===== src/rtl/des_pkg.sv =====
// rtl/des_pkg.sv - DES key-schedule tables, shift schedules, widths and state type
package des_pkg;

    localparam int KEY_W = 64;
    localparam int CD_W  = 56;
    localparam int SK_W  = 48;

    typedef enum logic {
        IDLE = 1'b0,
        RUN  = 1'b1
    } state_t;

    // FIPS 1-based source bit numbers, listed from output bit 1 onwards
    localparam int PC1_TAB [CD_W] = '{
        57, 49, 41, 33, 25, 17,  9,
         1, 58, 50, 42, 34, 26, 18,
        10,  2, 59, 51, 43, 35, 27,
        19, 11,  3, 60, 52, 44, 36,
        63, 55, 47, 39, 31, 23, 15,
         7, 62, 54, 46, 38, 30, 22,
        14,  6, 61, 53, 45, 37, 29,
        21, 13,  5, 28, 20, 12,  4
    };

    localparam int PC2_TAB [SK_W] = '{
        14, 17, 11, 24,  1,  5,
         3, 28, 15,  6, 21, 10,
        23, 19, 12,  4, 26,  8,
        16,  7, 27, 20, 13,  2,
        41, 52, 31, 37, 47, 55,
        30, 40, 51, 45, 33, 48,
        44, 49, 39, 56, 34, 53,
        46, 42, 50, 36, 29, 32
    };

    // Indexed by position in the emitted sequence (K16..K1 or K1..K16)
    localparam logic [1:0] DEC_SHIFT [16] = '{
        2'd0, 2'd1, 2'd2, 2'd2, 2'd2, 2'd2, 2'd2, 2'd2,
        2'd1, 2'd2, 2'd2, 2'd2, 2'd2, 2'd2, 2'd2, 2'd1
    };

    localparam logic [1:0] ENC_SHIFT [16] = '{
        2'd1, 2'd1, 2'd2, 2'd2, 2'd2, 2'd2, 2'd2, 2'd2,
        2'd1, 2'd2, 2'd2, 2'd2, 2'd2, 2'd2, 2'd2, 2'd1
    };

    // MSB is FIPS bit 1, so a left rotation moves the MSB to the LSB
    function automatic logic [27:0] rot28(input logic [27:0] x, input logic [1:0] n,
                                          input logic left);
        logic [27:0] r;
        r = x;
        if (left) begin
            case (n)
                2'd1:    r = {x[26:0], x[27]};
                2'd2:    r = {x[25:0], x[27:26]};
                default: r = x;
            endcase
        end else begin
            case (n)
                2'd1:    r = {x[0], x[27:1]};
                2'd2:    r = {x[1:0], x[27:2]};
                default: r = x;
            endcase
        end
        return r;
    endfunction

endpackage


===== src/rtl/des_dec_keysched_if.sv =====
// rtl/des_dec_keysched_if.sv - key load and subkey stream bus; enc only with DES_ENC_DIR_EN
interface des_dec_keysched_if;

    logic                       key_valid;
    logic [des_pkg::KEY_W-1:0]  key;
    logic                       key_ready;
    logic                       sk_valid;
    logic                       sk_ready;
    logic [des_pkg::SK_W-1:0]   sk;
    logic [3:0]                 sk_round;
    logic                       sk_last;
    logic                       done;

`ifdef DES_ENC_DIR_EN
    logic                       enc;

    modport master (
        output key_valid, key, sk_ready, enc,
        input  key_ready, sk_valid, sk, sk_round, sk_last, done
    );

    modport slave (
        input  key_valid, key, sk_ready, enc,
        output key_ready, sk_valid, sk, sk_round, sk_last, done
    );
`else
    modport master (
        output key_valid, key, sk_ready,
        input  key_ready, sk_valid, sk, sk_round, sk_last, done
    );

    modport slave (
        input  key_valid, key, sk_ready,
        output key_ready, sk_valid, sk, sk_round, sk_last, done
    );
`endif

endinterface


===== src/rtl/des_pc2.sv =====
// rtl/des_pc2.sv - combinational DES permuted choice 2 (56 to 48 bits)
module des_pc2
    import des_pkg::*;
(
    input  logic [CD_W-1:0] cd,
    output logic [SK_W-1:0] sk
);

    always_comb begin
        sk = '0;
        for (int j = 0; j < SK_W; j++) begin
            sk[SK_W-1-j] = cd[CD_W-PC2_TAB[j]];
        end
    end

endmodule


===== src/rtl/des_dec_keysched.sv =====
// rtl/des_dec_keysched.sv - iterative DES subkey generator, K16..K1; K1..K16 option with DES_ENC_DIR_EN
module des_dec_keysched
    import des_pkg::*;
(
    input  logic              clk,
    input  logic              reset,
    des_dec_keysched_if.slave bus
);

    state_t          state, state_n;
    logic [CD_W-1:0] cd, cd_pc1, cd_base, cd_n;
    logic [SK_W-1:0] sk_q, sk_n;
    logic [3:0]      round_q, round_n, idx;
    logic [1:0]      shift;
    logic            last_q, last_n, done_q, done_n;
    logic            load, update, enc_sel;

    assign load = (state == IDLE) && bus.key_valid;

`ifdef DES_ENC_DIR_EN
    logic enc_q;

    assign enc_sel = (state == IDLE) ? bus.enc : enc_q;

    always_ff @(posedge clk) begin
        if (reset)     enc_q <= 1'b0;
        else if (load) enc_q <= bus.enc;
    end
`else
    assign enc_sel = 1'b0;
`endif

    always_comb begin
        cd_pc1 = '0;
        for (int j = 0; j < CD_W; j++) begin
            cd_pc1[CD_W-1-j] = bus.key[KEY_W-PC1_TAB[j]];
        end
    end

    always_ff @(posedge clk) begin
        if (reset) state <= IDLE;
        else       state <= state_n;
    end

    always_comb begin
        state_n = state;
        update  = 1'b0;
        done_n  = 1'b0;
        case (state)
            IDLE: begin
                if (bus.key_valid) begin
                    state_n = RUN;
                    update  = 1'b1;
                end
            end
            RUN: begin
                if (bus.sk_ready) begin
                    if (last_q) begin
                        state_n = IDLE;
                        done_n  = 1'b1;
                    end else begin
                        update = 1'b1;
                    end
                end
            end
            default: state_n = IDLE;
        endcase
    end

    // Decrypt walks the sequence backwards, so its schedule index is 15 - round
    always_comb begin
        cd_base = load ? cd_pc1 : cd;
        if (load)         round_n = enc_sel ? 4'd0 : 4'd15;
        else if (enc_sel) round_n = round_q + 4'd1;
        else              round_n = round_q - 4'd1;
        idx     = enc_sel ? round_n : ~round_n;
        shift   = enc_sel ? ENC_SHIFT[idx] : DEC_SHIFT[idx];
        cd_n    = {rot28(cd_base[55:28], shift, enc_sel), rot28(cd_base[27:0], shift, enc_sel)};
        last_n  = enc_sel ? (round_n == 4'd15) : (round_n == 4'd0);
    end

    des_pc2 u_pc2 (
        .cd (cd_n),
        .sk (sk_n)
    );

    always_ff @(posedge clk) begin
        if (reset) begin
            cd      <= '0;
            sk_q    <= '0;
            round_q <= 4'd0;
            last_q  <= 1'b0;
            done_q  <= 1'b0;
        end else begin
            done_q <= done_n;
            if (update) begin
                cd      <= cd_n;
                sk_q    <= sk_n;
                round_q <= round_n;
                last_q  <= last_n;
            end
        end
    end

    assign bus.key_ready = (state == IDLE);
    assign bus.sk_valid  = (state == RUN);
    assign bus.sk        = sk_q;
    assign bus.sk_round  = round_q;
    assign bus.sk_last   = last_q;
    assign bus.done      = done_q;

endmodule


===== src/flat_wrapper.sv =====
// flat-port wrapper written by rule: the top's interface ports become plain ports
module des_dec_keysched_flat import des_pkg::*;
  (clk, reset, bus_key_valid, bus_key, bus_sk_ready, bus_key_ready, bus_sk_valid, bus_sk, bus_sk_round, bus_sk_last, bus_done);
  des_dec_keysched_if bus_i ();
  input  logic clk;
  input  logic reset;
  input wire logic [$bits(bus_i.key_valid)-1:0] bus_key_valid;
  input wire logic [$bits(bus_i.key)-1:0] bus_key;
  input wire logic [$bits(bus_i.sk_ready)-1:0] bus_sk_ready;
  output wire logic [$bits(bus_i.key_ready)-1:0] bus_key_ready;
  output wire logic [$bits(bus_i.sk_valid)-1:0] bus_sk_valid;
  output wire logic [$bits(bus_i.sk)-1:0] bus_sk;
  output wire logic [$bits(bus_i.sk_round)-1:0] bus_sk_round;
  output wire logic [$bits(bus_i.sk_last)-1:0] bus_sk_last;
  output wire logic [$bits(bus_i.done)-1:0] bus_done;
  assign bus_i.key_valid = bus_key_valid;
  assign bus_i.key = bus_key;
  assign bus_i.sk_ready = bus_sk_ready;
  assign bus_key_ready = bus_i.key_ready;
  assign bus_sk_valid = bus_i.sk_valid;
  assign bus_sk = bus_i.sk;
  assign bus_sk_round = bus_i.sk_round;
  assign bus_sk_last = bus_i.sk_last;
  assign bus_done = bus_i.done;
  des_dec_keysched u_core (.clk(clk), .reset(reset), .bus(bus_i));
endmodule

===== config.mk =====
export PLATFORM = sky130hd
export DESIGN_NAME = des_dec_keysched_flat
export DESIGN_NICKNAME = d
export VERILOG_FILES = /design/src/rtl/des_pkg.sv /design/src/rtl/des_dec_keysched_if.sv /design/src/rtl/des_pc2.sv /design/src/rtl/des_dec_keysched.sv /design/src/flat_wrapper.sv
export SDC_FILE = /design/constraint.sdc
export NUM_CORES = 1
export LEC_CHECK = 0
export CORE_MARGIN = 2
export CORE_UTILIZATION = 40
export DETAILED_ROUTE_END_ITERATION = 6
export GPL_TIMING_DRIVEN = 0
export PLACE_DENSITY = 0.78
export SLEW_MARGIN = 15
export SYNTH_ARGS = -nofsm -noshare
export SYNTH_HDL_FRONTEND = slang
export SYNTH_SLANG_ARGS = --single-unit
export TNS_END_PERCENT = 10

===== constraint.sdc =====
create_clock -name clk -period 3.4 [get_ports clk]
set_input_delay 0.68 -clock clk [delete_from_list [all_inputs] [get_ports clk]]
set_output_delay 0.68 -clock clk [all_outputs]
set_load 0.1 [all_outputs]

==> results_dict.tcl, run 1 <==
set metrics [dict create \
    grt_pass1_wl_um 23470 \
    root_buffer "clkbuf_16" \
    clockBufferDepth 2 \
    critPathMaxFanout 10 \
    top_level_ports 124 \
    synth.area.top_cells "dfxtp_1, a221oi_2, mux2_4" \
    hold_path_class "reg2reg" \
    synth_ff_type "dfxtp_1" \
    timing.fmax_mhz 305.6 \
    placed_cell_area_mm2 0.006033 \
    cts_buffers 9 \
    ys_ff_latch 63 \
    leakagePower_nw 2.599 \
    yosysWarnings 0 \
    rsz0062_at_grt "yes" \
    crit_path_end_kind "flop" \
    stdcell_area_mm2 0.006346 \
    multiInputGateArea_mm2 0.002784 \
    layout.cells.non_filler 754 \
    route.detailed.drc 0 \
    fp.dieW_um 112.5 \
    vias_per_cell 5.785 \
    ant_nets 0 \
    arrival_ns 3.46 \
    cap_violations 0 \
    cts.sinks 63 \
    fp.dieH_um 112.5 \
    synthesis.area_mm2 0.004712 \
    synth-edff-count 0 \
    core_mm2 0.01147 \
    slew_viol_final 0 \
    rows 39 \
    grt_usage_pct 23.23 \
    ys_seq_area_share_pct 26.77 \
    tritoncts "built" \
    clk_pin_slew_ns 0.05 \
    ir_drop_v 0.0004159 \
    initial_core_util_pct 41.09 \
    clock_latency_ns 0.33 \
    drt-initial-drc-count 340 \
    worstMarginPinSlew_ns 0.9826 \
    vias 4362 \
    slew_headroom_pct 34.29 \
    dp_cells 740 \
    fin_nets 679 \
    yosysTopAreaCell "dfxtp_1" \
    async_flop_share_pct 0 \
    n_antenna_cell 0 \
    first_pass_iters 5 \
    crit_type "in2reg" \
    worst_setup_path_start_kind "primary input" \
    hold_viol 0 \
    crit_required_ns 3.59 \
    fin_crit_sh_pct 96.23 \
    layout_commonest_cell "nor2_1" \
    fin_total_pwr_mw 4.534 \
    place_congestion 0.9035 \
    syn_inst 483 \
    antenna_found_initial 0 \
    status "finished clean" \
    final_cell_mix "nor2_1, clkdlybuf4s50_1, dfxtp_1" \
    grt_max_degree 11 \
    grt.overflow.total 0 \
    nFillCells 995 \
    post_cts_buffers 0 \
    wl_per_cell_um 19.55 \
    setup_violations 0 \
    dieArea_mm2 0.01266 \
    synthesis.nets 554 \
    port_buffers 114 \
    pwr_density_cell_mw_per_mm2 714.5 \
    wirelength_um 14740 \
    synth_top_area_share_pct 26.77 \
    regArea_mm2 0.001262 \
    htree_num_levels 3 \
    period_minus_slack_ns 3.272 \
    avgSynthCellArea_um2 9.756 \
    ys_types 39 \
    grt_pass1_vias 4405 \
    dpl.hpwl_um 10550 \
    finClkSkew_ns 0.005328 \
    drive_above_1_share_pct 36.82 \
    synthToLayoutAreaGrowth_pct 34.68 \
]
==> power by group <==
group	switching, mW	total, mW	internal (mW)
Combinational	1.73	2.61	0.881
Sequential	0.119	0.999	0.879
Clock	0.346	0.926	0.579
Total	2.19	4.53	2.34
==> metal layers <==
| layer | vias to the layer above | GRT usage [%] | wire length (um) |
|---|---|---|---|
| met5 | - | 0 | 0 |
| met4 | 0 | 7.967 | 384 |
| met3 | 39 | 5.076 | 1249 |
| met2 | 265 | 36.31 | 6692 |
| met1 | 2057 | 31.78 | 6418 |
| li1 | 2001 | - | - |
==> sequential cells by signal, indices dropped and copies added, names as in the netlist <==
signal	cells
u_core.bus.sk	47
u_core.cd	9
u_core.bus.sk_round	4
u_core.bus.done	1
u_core.bus.sk_last	1
u_core.bus.sk_valid	1
==> final timing paths <==
check                           depth (start not counted)                                start                       endpoint  slack, ns
worst max-delay path                                   12                        bus_key_valid  u_core.bus.sk[3]$_SDFFE_PP0P_       0.13
worst min-delay path                                    2           u_core.cd[34]$_SDFFE_PP0P_     u_core.cd[34]$_SDFFE_PP0P_       0.50
worst max register to register                         13  u_core.bus.sk_round[0]$_SDFFE_PP0P_  u_core.bus.sk[3]$_SDFFE_PP0P_       0.20
worst min register to register                          2           u_core.cd[34]$_SDFFE_PP0P_     u_core.cd[34]$_SDFFE_PP0P_       0.50
==> cell families (layout without fill, tap and decap cells) <==
logic type / Yosys count / after routing / synth area share (%)
XOR/XNOR: 2 / 2 / 0.3718
AO/OA/AOI/OAI: 66 / 66 / 17.39
multiplexers: 57 / 57 / 15.99
AND/OR/NAND/NOR: 194 / 194 / 24.27
buffers and inverters: 98 / 226 / 14.42
adder cells (fa/ha/maj): 3 / 3 / 0.7967
flip-flops: 63 / 63 / 26.77
==> what timing repair did <==
item	4_1_cts	5_1_grt
endpoints found under the setup margin	8	49
hold buffers	0	0
gates resized for setup	5	16
==> layout make-up <==
class | instances | area share, %
inverters | 3 | 0.1774
clock buffers | 11 | 3.825
well taps | 143 | 2.819
repair buffers | 114 | 17.98
clock inverters | 3 | 0.7098
plain buffers | 95 | 10.73
flip-flops and latches | 63 | 19.89
multi-input cells | 322 | 43.87
==> stage by stage <==
step                      hold WS (ns)  setup slack [ns]  setup TNS [ns]  util [%]
after CTS                       0.5034          0.005221               0     55.22
after global routing            0.5255          -0.02455        -0.03554     55.34
after detailed placement        0.4971           -0.4128          -16.21     52.61
final                           0.5004            0.1281               0     55.34
after global placement          0.4822           -0.4124          -14.67     52.61
after floorplan                 0.4748           0.02500               0         -
==> synth_stat cells, drive strengths merged (2+ instances only) <==
| cell | n |
|---|---|
| a211oi | 2 |
| a21oi | 2 |
| a221oi | 56 |
| and2 | 2 |
| buf | 77 |
| clkbuf | 18 |
| dfxtp | 63 |
| ha | 3 |
| inv | 3 |
| mux2 | 56 |
| nand2 | 3 |
| nand2b | 2 |
| nor2 | 116 |
| nor3 | 5 |
| nor4 | 57 |
| o21ai | 3 |
==> critical path: stages <==
cell and delay, ns:
clkdlybuf4s50_1 0.47, nor2b_1 0.18, buf_6 0.18, buf_6 0.18, nor3_1 0.08, and3_1 0.18, or3_1 0.37, ha_1 0.21
buf_2 0.21, buf_2 0.26, a221oi_2 0.38, nor4_2 0.06
(Power assumes the default switching activity.)
==> inputs of run 2 (changes only) <==
--- a/config.mk
+++ b/config.mk
@@ -10,6 +10,7 @@
 export DETAILED_ROUTE_END_ITERATION = 6
 export GPL_TIMING_DRIVEN = 0
 export PLACE_DENSITY = 0.78
+export RECOVER_POWER = 25
 export SLEW_MARGIN = 15
 export SYNTH_ARGS = -nofsm -noshare
 export SYNTH_HDL_FRONTEND = slang
==> run 2 against run 1 <==
Effect of this change:
- clock-buffer cell count unchanged
- global-route usage unchanged
- setup slack improved by 0.0083 ns
- register-to-register slack about the same
- non-clock buffer count unchanged
- power decreased by 0.46%
- hold slack about the same
- critical path type unchanged
==> results_dict.tcl, run 2 (same netlist as run 1, synthesis figures left out) <==
set metrics [dict create \
    grt.overflow.total 0 \
    vias 4340 \
    rsz0062_at_grt "yes" \
    r2r-start "u_core.bus.sk_round[0]$_SDFFE_PP0P_" \
    fin_crit_sh_pct 95.99 \
    worst_setup_path_start_kind "primary input" \
    drive_above_1_share_pct 36.33 \
    setup_violations 0 \
    grt_pass1_wl_um 23470 \
    critPathMaxFanout 10 \
    clockBufferDepth 2 \
    crit_type "in2reg" \
    largest_register_ffs 47 \
    arrival_ns 3.45 \
    first_pass_iters 5 \
    worstMarginPinSlew_ns 0.9949 \
    period_minus_slack_ns 3.264 \
    vias_per_cell 5.756 \
    fp.dieH_um 112.5 \
    slew_viol_final 0 \
    hold_viol 0 \
    pre_cts_ws_ns -0.4128 \
    cts_buffers 9 \
    n_antenna_cell 0 \
    wl_per_cell_um 19.51 \
    route.detailed.drc 0 \
    dieArea_mm2 0.01266 \
    finClkSkew_ns 0.006819 \
    crit_path_end_kind "flop" \
    fp.dieW_um 112.5 \
    leakagePower_nw 2.630 \
    wirelength_um 14710 \
    top_level_ports 124 \
    fin_nets 679 \
    drt-initial-drc-count 330 \
    timing.fmax_mhz 306.4 \
    status "finished clean" \
    cts.sinks 63 \
    port_buffers 114 \
    hold_depth 2 \
    post_cts_buffers 0 \
    core_mm2 0.01147 \
    hold_path_class "reg2reg" \
    layout_commonest_cell "nor2_1" \
    finalSetupTns_ns 0 \
    ir_drop_v 0.0004089 \
    layout.cells.non_filler 754 \
    clk_pin_slew_ns 0.05 \
    crit_required_ns 3.59 \
    fin_total_pwr_mw 4.514 \
    dpl.hpwl_um 10550 \
    slew_headroom_pct 33.46 \
    r2r-end "u_core.bus.sk[3]$_SDFFE_PP0P_" \
    tritoncts "built" \
    ant_nets 0 \
    htree_num_levels 3 \
    nFillCells 997 \
    final_cell_mix "nor2_1, clkdlybuf4s50_1, dfxtp_1" \
    rows 39 \
    grt_pass1_vias 4405 \
    synthToLayoutAreaGrowth_pct 34.47 \
    rrSetupSlack_ns 0.19 \
    dp_cells 740 \
    r2r_cells 13 \
    holdPathEnd "u_core.cd[34]$_SDFFE_PP0P_" \
    grt_max_degree 11 \
    hold_start "u_core.cd[34]$_SDFFE_PP0P_" \
    root_buffer "clkbuf_16" \
    cap_violations 0 \
    grt_usage_pct 23.23 \
    antenna_found_initial 0 \
    pwr_density_cell_mw_per_mm2 712.4 \
    initial_core_util_pct 41.09 \
    layout_setup_ws_ns 0.1364 \
    clock_latency_ns 0.33 \
    place_congestion 0.9035 \
    post-route-util_pct 55.25 \
]
## run 2: changes by cell type in the layout (fill, tap and decap cells not counted)
cell | previous run | this run
buf_6 | 13 | 12
buf_2 | 13 | 11
dlygate4sd3_1 | 0 | 20
clkdlybuf4s50_1 | 114 | 94
clkbuf_1 | 11 | 14
## run 2: worst max-delay path: stages
cell,delay [ns]
clkdlybuf4s50_1,0.47
nor2b_1,0.19
buf_6,0.18
buf_6,0.18
nor3_1,0.08
and3_1,0.18
or3_1,0.37
ha_1,0.21
buf_2,0.20
buf_2,0.25
a221oi_2,0.38
nor4_2,0.06
## run 2: timing repair
item,CTS,global route
endpoints found under the setup margin,8,49
hold buffers,0,0
hold endpoints to repair,0,0
resized for setup,5,16
## run 2: worst max path at each step
stage | start | end | slack, ns
floorplan | u_core.bus.sk_round[1]$_SDFFE_PP0P_ | u_core.bus.sk[10]$_SDFFE_PP0P_ | 0.02
global placement | bus_key_valid | u_core.bus.sk[40]$_SDFFE_PP0P_ | -0.41
detailed placement | bus_key_valid | u_core.bus.sk[40]$_SDFFE_PP0P_ | -0.41
CTS | bus_key_valid | u_core.bus.sk[6]$_SDFFE_PP0P_ | 0.005
global route | bus_key_valid | u_core.bus.sk[44]$_SDFFE_PP0P_ | -0.02
finish | bus_key_valid | u_core.bus.sk[3]$_SDFFE_PP0P_ | 0.14
## run 2: stage by stage
step	area (um^2)	hold slack, ns
6_report	6336	0.5000
3_5_place_dp	6033	0.4971
3_3_place_gp	6033	0.4822
4_1_cts	6332	0.5034
2_1_floorplan	4713	0.4748
5_1_grt	6336	0.5255
## run 2: layout make-up
class                   count  area [um^2]  area share, %
plain buffers              95        670.6          10.58
clock buffers              11        242.7          3.831
clock inverters             3        45.04         0.7109
inverters                   3        11.26         0.1777
multi-input cells         322         2784          43.94
flip-flops and latches     63         1262          19.92
well taps                 143        178.9          2.824
repair buffers            114         1141          18.01
## run 2: power breakdown
group | switching [mW] | internal (mW) | total (mW)
registers | 0.119 | 0.880 | 0.999
clock network | 0.343 | 0.579 | 0.922
logic | 1.73 | 0.867 | 2.59
## run 2: metal layers
layer	up-vias	global-route usage, %	part of all wire [%]
met5	-	0	0
met4	0	7.967	2.4
met3	32	5.076	7.9
met2	245	36.31	46
met1	2056	31.78	44
li1	2007	-	-
